`src/rtl/oam_dma_engine_if.sv`:
```
// Source-read and OAM-write bus bundle for the OAM DMA engine.
// master = DMA initiator, slave = memory map / OAM side.
interface oam_dma_engine_if #(
  parameter int ASZ = 16
);
  logic [ASZ-1:0] src_addr;
  logic           src_rd_cs;
  logic [7:0]     src_rd_data;
  logic [7:0]     oam_addr;
  logic [7:0]     oam_wr_data;
  logic           oam_wr_cs;

  modport master (
    output src_addr,
    output src_rd_cs,
    input  src_rd_data,
    output oam_addr,
    output oam_wr_data,
    output oam_wr_cs
  );

  modport slave (
    input  src_addr,
    input  src_rd_cs,
    output src_rd_data,
    input  oam_addr,
    input  oam_wr_data,
    input  oam_wr_cs
  );
endinterface

```
`src/rtl/oam_dma_engine.sv`:
```
// Game Boy OAM DMA initiator: FF46 write copies NBYTES from {hi,00} into OAM.
// Optional OAM_DMA_ECHO_MAP_EN folds E0..FF source pages onto C0..DF.
module oam_dma_engine #(
  parameter int ASZ         = 16,
  parameter int NBYTES      = 160,
  parameter int START_DLY   = 4,
  parameter int BYTE_CYCLES = 4
) (
  input  logic               clk,
  input  logic               rst,
  input  logic               reg_wr,
  input  logic [7:0]         reg_wdata,
  output logic [7:0]         dma_reg,
  output logic               busy,
  oam_dma_engine_if.master   bus
);

  typedef enum logic [1:0] {
    S_IDLE,
    S_START,
    S_COPY
  } state_t;

  state_t      state_q, state_d;
  logic [15:0] dly_q, dly_d;
  logic [15:0] ph_q, ph_d;
  logic [7:0]  idx_q, idx_d;
  logic [7:0]  hi_q, hi_d;
  logic [7:0]  reg_q, reg_d;
  logic [7:0]  data_q, data_d;
  logic [7:0]  hi_map;
  logic [15:0] addr16;
  logic        in_copy;

  // Source page translation applied once, when the trigger is captured.
`ifdef OAM_DMA_ECHO_MAP_EN
  always_comb begin
    hi_map = reg_wdata;
    if (reg_wdata >= 8'hE0) hi_map = reg_wdata - 8'h20;
  end
`else
  always_comb hi_map = reg_wdata;
`endif

  always_ff @(posedge clk) begin
    if (rst) begin
      state_q <= S_IDLE;
      dly_q   <= '0;
      ph_q    <= '0;
      idx_q   <= '0;
      hi_q    <= '0;
      reg_q   <= 8'hFF;
      data_q  <= '0;
    end else begin
      state_q <= state_d;
      dly_q   <= dly_d;
      ph_q    <= ph_d;
      idx_q   <= idx_d;
      hi_q    <= hi_d;
      reg_q   <= reg_d;
      data_q  <= data_d;
    end
  end

  always_comb begin
    state_d = state_q;
    dly_d   = dly_q;
    ph_d    = ph_q;
    idx_d   = idx_q;
    hi_d    = hi_q;
    reg_d   = reg_q;
    data_d  = data_q;
    unique case (state_q)
      S_IDLE: ;
      S_START: begin
        if (dly_q == 16'(START_DLY - 1)) begin
          state_d = S_COPY;
          dly_d   = '0;
          ph_d    = '0;
          idx_d   = '0;
        end else begin
          dly_d = dly_q + 16'd1;
        end
      end
      S_COPY: begin
        if (ph_q == 16'd1) data_d = bus.src_rd_data;
        if (ph_q == 16'(BYTE_CYCLES - 1)) begin
          ph_d = '0;
          if (idx_q == 8'(NBYTES - 1)) state_d = S_IDLE;
          else idx_d = idx_q + 8'd1;
        end else begin
          ph_d = ph_q + 16'd1;
        end
      end
      default: state_d = S_IDLE;
    endcase
    // A new trigger aborts whatever is running; strobes are
    // decoded from state, so a phase-2 write this cycle still lands.
    if (reg_wr) begin
      reg_d   = reg_wdata;
      hi_d    = hi_map;
      state_d = S_START;
      dly_d   = '0;
      ph_d    = '0;
      idx_d   = '0;
    end
  end

  assign in_copy         = (state_q == S_COPY);
  assign addr16          = {hi_q, idx_q};
  assign bus.src_addr    = ASZ'(addr16);
  assign bus.src_rd_cs   = in_copy && (ph_q < 16'd2);
  assign bus.oam_wr_cs   = in_copy && (ph_q == 16'd2);
  assign bus.oam_addr    = idx_q;
  assign bus.oam_wr_data = data_q;
  assign busy            = (state_q != S_IDLE);
  assign dma_reg         = reg_q;

endmodule
```
`src/flat_wrapper.sv`:
```
// flat-port wrapper written by rule: the top's interface ports become plain ports
module oam_dma_engine_flat 
#(
  parameter int ASZ         = 16,
  parameter int NBYTES      = 160,
  parameter int START_DLY   = 4,
  parameter int BYTE_CYCLES = 4
)
  (clk, rst, reg_wr, reg_wdata, dma_reg, busy, bus_src_addr, bus_src_rd_cs, bus_src_rd_data, bus_oam_addr, bus_oam_wr_data, bus_oam_wr_cs);
  oam_dma_engine_if #(.ASZ(ASZ)) bus_i ();
  input  logic clk;
  input  logic rst;
  input  logic reg_wr;
  input  logic [7:0] reg_wdata;
  output logic [7:0] dma_reg;
  output logic busy;
  output wire logic [$bits(bus_i.src_addr)-1:0] bus_src_addr;
  output wire logic [$bits(bus_i.src_rd_cs)-1:0] bus_src_rd_cs;
  input wire logic [$bits(bus_i.src_rd_data)-1:0] bus_src_rd_data;
  output wire logic [$bits(bus_i.oam_addr)-1:0] bus_oam_addr;
  output wire logic [$bits(bus_i.oam_wr_data)-1:0] bus_oam_wr_data;
  output wire logic [$bits(bus_i.oam_wr_cs)-1:0] bus_oam_wr_cs;
  assign bus_src_addr = bus_i.src_addr;
  assign bus_src_rd_cs = bus_i.src_rd_cs;
  assign bus_i.src_rd_data = bus_src_rd_data;
  assign bus_oam_addr = bus_i.oam_addr;
  assign bus_oam_wr_data = bus_i.oam_wr_data;
  assign bus_oam_wr_cs = bus_i.oam_wr_cs;
  oam_dma_engine #(.ASZ(ASZ), .NBYTES(NBYTES), .START_DLY(START_DLY), .BYTE_CYCLES(BYTE_CYCLES)) u_core (.clk(clk), .rst(rst), .reg_wr(reg_wr), .reg_wdata(reg_wdata), .dma_reg(dma_reg), .busy(busy), .bus(bus_i));
endmodule
```
`config.mk`:
```
export PLATFORM = sky130hd
export DESIGN_NAME = oam_dma_engine_flat
export DESIGN_NICKNAME = d
export VERILOG_FILES = /design/src/rtl/oam_dma_engine_if.sv /design/src/rtl/oam_dma_engine.sv /design/src/flat_wrapper.sv
export SDC_FILE = /design/constraint.sdc
export NUM_CORES = 1
export LEC_CHECK = 0
export BUFFER_PORTS_ARGS = -buffer_cell sky130_fd_sc_hd__buf_2
export CORE_MARGIN = 3
export CORE_UTILIZATION = 50
export DETAILED_ROUTE_END_ITERATION = 6
export GPL_ROUTABILITY_DRIVEN = 1
export PLACE_DENSITY = 0.75
export SYNTH_ARGS = -nofsm -noshare
export SYNTH_HDL_FRONTEND = slang
export SYNTH_SLANG_ARGS = --single-unit
```
`constraint.sdc`:
```
create_clock -name clk -period 2.4 [get_ports clk]
set_clock_uncertainty 0.1 [all_clocks]
set_input_delay 0.24 -clock clk [delete_from_list [all_inputs] [get_ports clk]]
set_output_delay 0.24 -clock clk [all_outputs]
set_load 0.005 [all_outputs]
```
Word-level counts from Yosys, hierarchy flattened. Cells that the tools add are included.

Muxes and demuxes: 13. $add $sub $neg: 3. Reductions and logical operators: 11. Bitwise operators: 1. Eq/ne operators: 15. $lt $le $gt $ge: 1.

Operator list (number): == test 16 x 2 -> 1 bit, second input constant (3); two-way mux 16 bit (3); adder 16 x 1 -> 16 bit, second input constant (2); case mux 16 bit (2 select lines) (1); two-way mux 8 bit (3); == test 16 x 1 -> 1 bit, second input constant (1); less-than comparator 16 x 2 -> 1 bit, second input constant (1); case mux 8 bit (2 select lines) (1); AND reduction 4 bit (3); adder 8 x 1 -> 8 bit, second input constant (1); == test 8 bit, second input constant (1); inequality test 2 bit, second input constant (4); two-way mux 2 bit (3); inequality test 3 bit, second input constant (2); case mux 2 bit (3 select lines) (1); AND reduction 2 bit (2); nonzero test 2 bit (2); inequality test 3 x 2 -> 1 bit, second input constant (1); == test 2 x 1 -> 1 bit, second input constant (1); == test 2 bit, second input constant (1); logical AND 1 bit (2); logical NOT 2 bit (1); inequality test 2 x 1 -> 1 bit, second input constant (1); OR reduction 2 bit (1); 2 further kinds (2).

Output and inout port bits: 43. Input bits: 19. Register bits: 66. Word-level logic and storage cells: 52.

Longest topological paths before layout. Gate-level depths: netlist (run 1).

Depth after elaboration: 5. Depth in mapped cells: 8. Mapped depth without buffers: 6.

Least setup slack after synthesis (run 1). OpenSTA, ideal clock, no wires.

Path type: register to register. Start: register u_core.ph_q[1]. End: register u_core.ph_q[12]. Buffers on the path: 2. Slack: 612 ps. Setup time: 127 ps. Arrival time: 1561 ps. Stages on the path, launching flop included: 9. Clock period less this slack: 1788 ps. Data required time: 2173 ps. Path through: dfxtp_1 -> ha_1 -> nor3b_1 -> and4_4 -> buf_4 -> nor2_4 -> buf_4 -> a31oi_1 -> a31oi_1.

Word-level cells in the longest chain between the ends: 3. Elaborated cells on any way between the ends: 4. Those cells by class: add/sub (1); eq/ne (1); mux (2).

Ends and longest elaborated chain: from (decl) (RTL line oam_dma_engine.sv:26) `logic [15:0] ph_q, ph_d;`; from (signal assigned) (RTL line oam_dma_engine.sv:57) `ph_q <= ph_d;`; adder 16 x 1 -> 16 bit / == test 16 x 2 -> 1 bit (equally long branches) (RTL line oam_dma_engine.sv:92, oam_dma_engine.sv:87); two-way mux 16 bit * (RTL line oam_dma_engine.sv:87) `if (ph_q == 16'(BYTE_CYCLES - 1)) begin`; case mux 16 bit (2 select lines) * (RTL line oam_dma_engine.sv:73) `unique case (state_q)`.

Mark *: on every way between the ends. The rest lies on a longest branch, timed or not. A chain may end at the register's enable or synchronous reset.

Worst setup path after layout (run 1).
Start: register u_core.ph_q[1]. End: register u_core.idx_q[4] (netlist: u_core.bus.oam_addr[4]).

Word-level cells in the longest chain between the ends: 3.

Ends and longest elaborated chain: == test 16 x 2 -> 1 bit (RTL line oam_dma_engine.sv:87); inequality test 2 bit (no source line); AND reduction 4 bit (no source line); to (signal assigned) (RTL line oam_dma_engine.sv:58) `idx_q <= idx_d;`; to (decl) (RTL line oam_dma_engine.sv:27) `logic [7:0] idx_q, idx_d;`.

Every way passes these cells.

==> results of run 1 <==
power by group:
part           switching, mW  internal [mW]  leakage [nW]
clock network          0.421          0.685         0.120
registers            0.00999           1.11         0.536
logic                 0.0559         0.0536         0.884
total                  0.487           1.85          1.54
area by class of cell:
| cell class | instances | area (um2) |
|---|---|---|
| tap | 72 | 90.1 |
| timing repair buffer | 65 | 335 |
| clock inverter | 6 | 105 |
| sequential | 66 | 1320 |
| fill | 513 | 2130 |
| multi-input combinational | 246 | 1610 |
| inverter | 5 | 18.8 |
| clock buffer | 10 | 128 |
worst max-delay path, delay by kind of cell, from the launching register on:
kind,cells,cell delay (ns)
AND/OR/NAND/NOR,3,0.91
flip-flops,1,0.41
AO/OA/AOI/OAI,2,0.33
adder cells (fa/ha/maj),1,0.26
cells by family (layout without fill, tap and decap cells):
logic type / count (synthesis) / count (layout) / share of synthesized area [%]
and+or+nand+nor: 137 / 137 / 24.9
AOI/OAI and AO/OA: 69 / 69 / 14.8
DFF: 66 / 66 / 42.9
buffers and inverters: 27 / 86 / 4.67
xor gates and xnor gates: 18 / 18 / 5.12
muxes: 17 / 17 / 5.53
adders and majority gates: 5 / 5 / 2.03
cell usage after synthesis (all sizes together) (9+ instances only):
master,n,share of area (%)
nand2,19,2.4
o21ai,15,2.6
a21oi,18,2.9
nor2,47,6.0
and3,9,1.8
dfxtp,66,43
buf,14,3.1
a211o,9,2.6
mux2i,17,5.5
a31oi,11,2.2
nand3,12,2.0
nand4,9,2.0
xor2,11,3.1
worst max path at each step:
stage	from	to	depth (start not counted)
floorplan	u_core.ph_q[1]	u_core.ph_q[12]	8
CTS	u_core.ph_q[1]	u_core.bus.oam_addr[4]	6
global route	u_core.ph_q[1]	u_core.bus.oam_addr[4]	6
detailed placement	u_core.ph_q[1]	u_core.bus.oam_addr[4]	6
finish	u_core.ph_q[1]	u_core.bus.oam_addr[4]	6
global placement	u_core.ph_q[1]	u_core.bus.oam_addr[7]	6
per-stage QoR:
stage | setup slack [ns] | util (%)
detailed placement | 0.321 | 58.8
finish | 0.298 | 62.9
floorplan | 0.612 | -
global route | 0.112 | 62.9
global placement | 0.401 | 58.8
CTS | 0.292 | 62.9
layer usage:
metal	global-route usage [%]	wire length, um	up-vias
met2	28.3	2920	85
met3	6.67	448	4
met5	0	0	-
li1	-	-	1314
met1	23.5	2880	1189
met4	6.91	42	0
==> impl_metrics.py, run 1 <==
metrics = {
    "outcome": {
        "status": "finished, final reports clean",
    },
    "critical_path": {
        "worst-r2r-cell-count": 6,
        "crit_type": "flop to flop",
        "startpoint_type": "flop",
        "slowest_stage": "dfxtp_1",
        "r2r_end": "u_core.bus.oam_addr[4]",
        "crit_fanout": 12,
        "rr_startpoint": "u_core.ph_q[1]",
        "required_ns": 2.56,
        "path_cells": "ha_1 -> nor3b_1 -> and4_4 -> nor3b_4 -> a41oi_1 -> a31oi_1",
        "worst-r2r-setup-slack_ns": 0.30,
        "cp.arrival_ns": 2.27,
        "endpoint_kind": "flop",
        "slowest_delay_ns": 0.41,
    },
    "finish": {
        "area.growth.synth_to_final_pct": 17.3,
        "final_layout_size_suffix_gt1_share_pct": 23.6,
        "diodes": 0,
        "layout.cells.non_filler": 470,
        "layout_common_cells": "dfxtp_1, buf_2, nor2_1",
        "nets": 417,
        "reg_top3": "u_core.dly_q: 16 flops, u_core.ph_q: 16 flops",
        "finalInstanceArea_um2": 3610,
        "layout_commonest_cell": "dfxtp_1",
    },
    "timing": {
        "hold_ws_ns": 0.0190,
        "max_slew_margin_pct": 65.6,
        "setup_viol": 0,
        "rsz0062_at_grt": "no",
        "period_minus_slack_ns": 2.10,
        "slew_viol_final": 0,
        "period_share_pct": 87.6,
        "worst_pin_slew_ns": 0.515,
        "hold_violations": 0,
        "tns_ns": 0,
        "max_freq_mhz": 476,
    },
    "floorplan": {
        "placementRows": 27,
        "die_x_um": 84.5,
        "die_y_um": 84.5,
        "core_area_um2": 5740,
        "io_pins": 62,
        "initial_core_util_pct": 53.6,
        "die_area_um2": 7130,
    },
    "yosys": {
        "syn-cell-area_um2": 3080,
        "yosysSeqAreaShare_pct": 42.9,
        "syn_nets": 363,
        "ys_async_sr_fraction_pct": 0,
        "ys_seq_elements": 66,
        "yosys_warnings": 0,
        "synth_flop_cell": "dfxtp_1",
        "synth_edf_count": 0,
        "netlist_instances": 339,
        "yosysUniqueCellTypes": 52,
        "postSynthAreaPerCell_um2": 9.08,
    },
    "cts": {
        "cts_resized": 0,
        "cts_hold_buf": 0,
        "post_cts_buffers": 0,
        "numCtsBuffers": 9,
        "clk_path_buf_depth": 2,
        "cts_sinks": 66,
        "cts-htree-levels": 3,
        "cts_root_buffer": "clkbuf_8",
        "cts_tree": "yes",
        "clkTransAtPathRegs_ns": 0.07,
        "clock_latency_ns": 0.34,
    },
    "detailed_routing": {
        "routedWlPerCell_um": 13.4,
        "vias": 2592,
        "vias_per_cell": 5.51,
        "drc": 0,
        "drt_iter0_markers": 154,
        "drt-total-wl_um": 6290,
        "drtPass1Iterations": 4,
        "final_antenna_net_count": 0,
    },
    "hold_path": {
        "hold_path_startpoint": "reg_wdata[7]",
        "min_path_type": "input port to flop",
        "hold_depth": 2,
        "hold-path-endpoint": "u_core.dma_reg[7]",
    },
    "place": {
        "hpwlAfterDp_um": 4400,
        "placed_cell_area_um2": 3380,
        "io_buffers": 61,
        "gp_congestion": 0.799,
        "place.detailed.instances": 454,
    },
    "global_routing": {
        "grt_antenna_before_repair": 0,
        "grt_pass1_vias": 2377,
        "grt_overflow_total": 0,
        "grt_pass1_wl_um": 10800,
        "track_usage_pct": 18.3,
        "grt_max_degree": 22,
    },
    "flow_run": {
        "cap_viol_max_count": 0,
    },
    "power_and_ir_drop": {
        "finalPower_mw": 2.34,
        "ir_drop_v": 0.000552,
        "power_density_nw_per_um2": 648,
        "p_leak_nw": 1.54,
    },
}
Note: power is estimated with default switching activity, not from simulation.
==> run 2, diff against run 1 <==
--- a/config.mk
+++ b/config.mk
@@ -10,7 +10,7 @@
 export CORE_UTILIZATION = 50
 export DETAILED_ROUTE_END_ITERATION = 6
 export GPL_ROUTABILITY_DRIVEN = 1
-export PLACE_DENSITY = 0.75
+export PLACE_DENSITY_LB_ADDON = 0.12
 export SYNTH_ARGS = -nofsm -noshare
 export SYNTH_HDL_FRONTEND = slang
 export SYNTH_SLANG_ARGS = --single-unit
==> run 2 against run 1 <==
Critical endpoint unchanged. Non-clock buffer count stayed put. Highest routed layer unchanged. Wire length grew 0.24%. Register-to-register slack lost 0.03 ns. Combinational power barely moved. Largest cell class unchanged. Critical path depth unchanged. Die area unchanged.
==> impl_metrics.py, run 2 (same netlist as run 1, synthesis figures left out) <==
metrics = {
    "outcome": {
        "status": "finished, final reports clean",
    },
    "finish": {
        "layout_commonest_cell": "dfxtp_1",
        "layout_common_cells": "dfxtp_1, buf_2, nor2_1",
        "diodes": 0,
        "final_util_pct": 61.8,
        "nets": 417,
        "final_layout_size_suffix_gt1_share_pct": 23.6,
        "reg_top3": "u_core.dly_q: 16 flops, u_core.ph_q: 16 flops",
        "multi_input_area_um2": 1610,
        "regArea_um2": 1320,
        "area.growth.synth_to_final_pct": 15.4,
        "fillers": 504,
    },
    "timing": {
        "slew_viol_final": 0,
        "period_share_pct": 88.7,
        "worst_pin_slew_ns": 0.510,
        "max_freq_mhz": 470,
        "max_slew_margin_pct": 65.9,
        "setup_viol": 0,
        "tns_ns": 0,
        "period_minus_slack_ns": 2.13,
        "hold_violations": 0,
        "rsz0062_at_grt": "no",
    },
    "global_routing": {
        "grt_pass1_vias": 2444,
        "grt_overflow_total": 0,
        "grt_antenna_before_repair": 0,
        "track_usage_pct": 18.6,
        "grt_pass1_wl_um": 11100,
        "grt_max_degree": 28,
    },
    "power_and_ir_drop": {
        "power_density_nw_per_um2": 577,
        "p_int_mw": 1.54,
        "power_frac_clock_pct": 39.7,
        "seqPwrFrac_pct": 54.9,
        "p_comb_share_pct": 5.4,
        "ir_drop_v": 0.000470,
        "power.switching_uw": 511,
        "p_leak_nw": 1.50,
        "finalPower_mw": 2.05,
        "p_sw_share_pct": 25.0,
    },
    "critical_path": {
        "required_ns": 2.57,
        "startpoint_type": "flop",
        "slowest_stage": "dfxtp_1",
        "crit_fanout": 12,
        "path_cells": "ha_1 -> nor3b_1 -> and4_4 -> nor3b_4 -> a41oi_1 -> a31oi_1",
        "endpoint_kind": "flop",
        "crit_type": "flop to flop",
        "cp.arrival_ns": 2.30,
        "worst-r2r-setup-slack_ns": 0.27,
        "worst-r2r-cell-count": 6,
        "slowest_delay_ns": 0.43,
    },
    "cts": {
        "cts-htree-levels": 3,
        "numCtsBuffers": 9,
        "clock_latency_ns": 0.34,
        "cts_resized": 0,
        "clkTransAtPathRegs_ns": 0.08,
        "cts_tree": "yes",
        "cts_root_buffer": "clkbuf_8",
        "cts_sinks": 66,
        "clk_path_buf_depth": 2,
    },
    "detailed_routing": {
        "vias_per_cell": 5.54,
        "final_antenna_net_count": 0,
        "drc": 0,
        "drt_iter0_markers": 158,
        "routedWlPerCell_um": 13.4,
        "drt-total-wl_um": 6310,
        "drtPass1Iterations": 4,
        "vias": 2602,
    },
    "hold_path": {
        "hold_depth": 2,
        "min_path_type": "input port to flop",
    },
    "place": {
        "hpwlAfterDp_um": 4400,
        "gp_congestion": 0.790,
        "io_buffers": 61,
    },
    "floorplan": {
        "die_y_um": 84.5,
        "die_x_um": 84.5,
        "io_pins": 62,
        "core_area_um2": 5740,
        "placementRows": 27,
        "die_area_um2": 7130,
        "initial_core_util_pct": 53.6,
    },
    "flow_run": {
        "cap_viol_max_count": 0,
    },
}
==> run 2: changes by cell type in the layout (fill, tap and decap cells not counted) <==
cell / delta
buf_4: -1
bufinv_16: -3
clkbuf_1: -1
clkinv_4: +1
clkinvlp_4: +3
dlygate4sd3_1: +1
==> run 2: final timing paths <==
path             startpoint                endpoint
min            reg_wdata[5]       u_core.dma_reg[5]
min reg2reg  u_core.hi_q[5]          u_core.hi_q[5]
max          u_core.ph_q[1]  u_core.bus.oam_addr[4]
max reg2reg  u_core.ph_q[1]  u_core.bus.oam_addr[4]
==> run 2: what timing repair did <==
item                                   in CTS  in global routing
buffers inserted                            0                  0
endpoints found under the hold margin       1                  0
hold buffers                                1                  0
==> run 2: layout make-up <==
class                      count  share of cell area [%]
multi-input combinational    246                    45.4
tap                           72                    2.54
clock buffer                   9                    3.49
timing repair buffer          65                    9.51
inverter                       5                   0.529
sequential                    66                    37.2
clock inverter                 7                    1.30
==> run 2: per-layer routing <==
| metal | GRT usage, % | routed length (um) | vias up |
|---|---|---|---|
| li1 | - | - | 1318 |
| met2 | 29.8 | 2790 | 78 |
| met5 | 0 | 0 | - |
| met3 | 5.79 | 426 | 10 |
| met4 | 6.04 | 96 | 0 |
| met1 | 23.9 | 3000 | 1196 |
==> run 2: critical path: cells and delay by family, from the launching register on <==
kind                     cells  cell delay, ns
AND/OR/NAND/NOR              3            0.92
AO/OA/AOI/OAI                2            0.32
flip-flops                   1            0.43
adder cells (fa/ha/maj)      1            0.28
==> run 2: power groups by stage <==
stage / clock (mW) / combinational (mW) / sequential [mW]
4_1_cts: 0.835 / 0.112 / 1.12
2_1_floorplan: 0 / 0.0612 / 1.15
3_3_place_gp: 0 / 0.109 / 1.15
6_report: 0.814 / 0.110 / 1.12
3_5_place_dp: 0 / 0.110 / 1.15
5_1_grt: 0.874 / 0.123 / 1.13
==> run 2: per-stage QoR <==
step,setup WS [ns],hold WS [ns],instances,instance area (um2)
6_report,0.272,0.0132,470,3550
5_1_grt,0.0719,0.00394,470,3550
4_1_cts,0.288,0.000341,470,3550
3_5_place_dp,0.291,0.366,453,3370
3_3_place_gp,0.385,0.360,453,3370
2_1_floorplan,0.612,0.258,339,3080
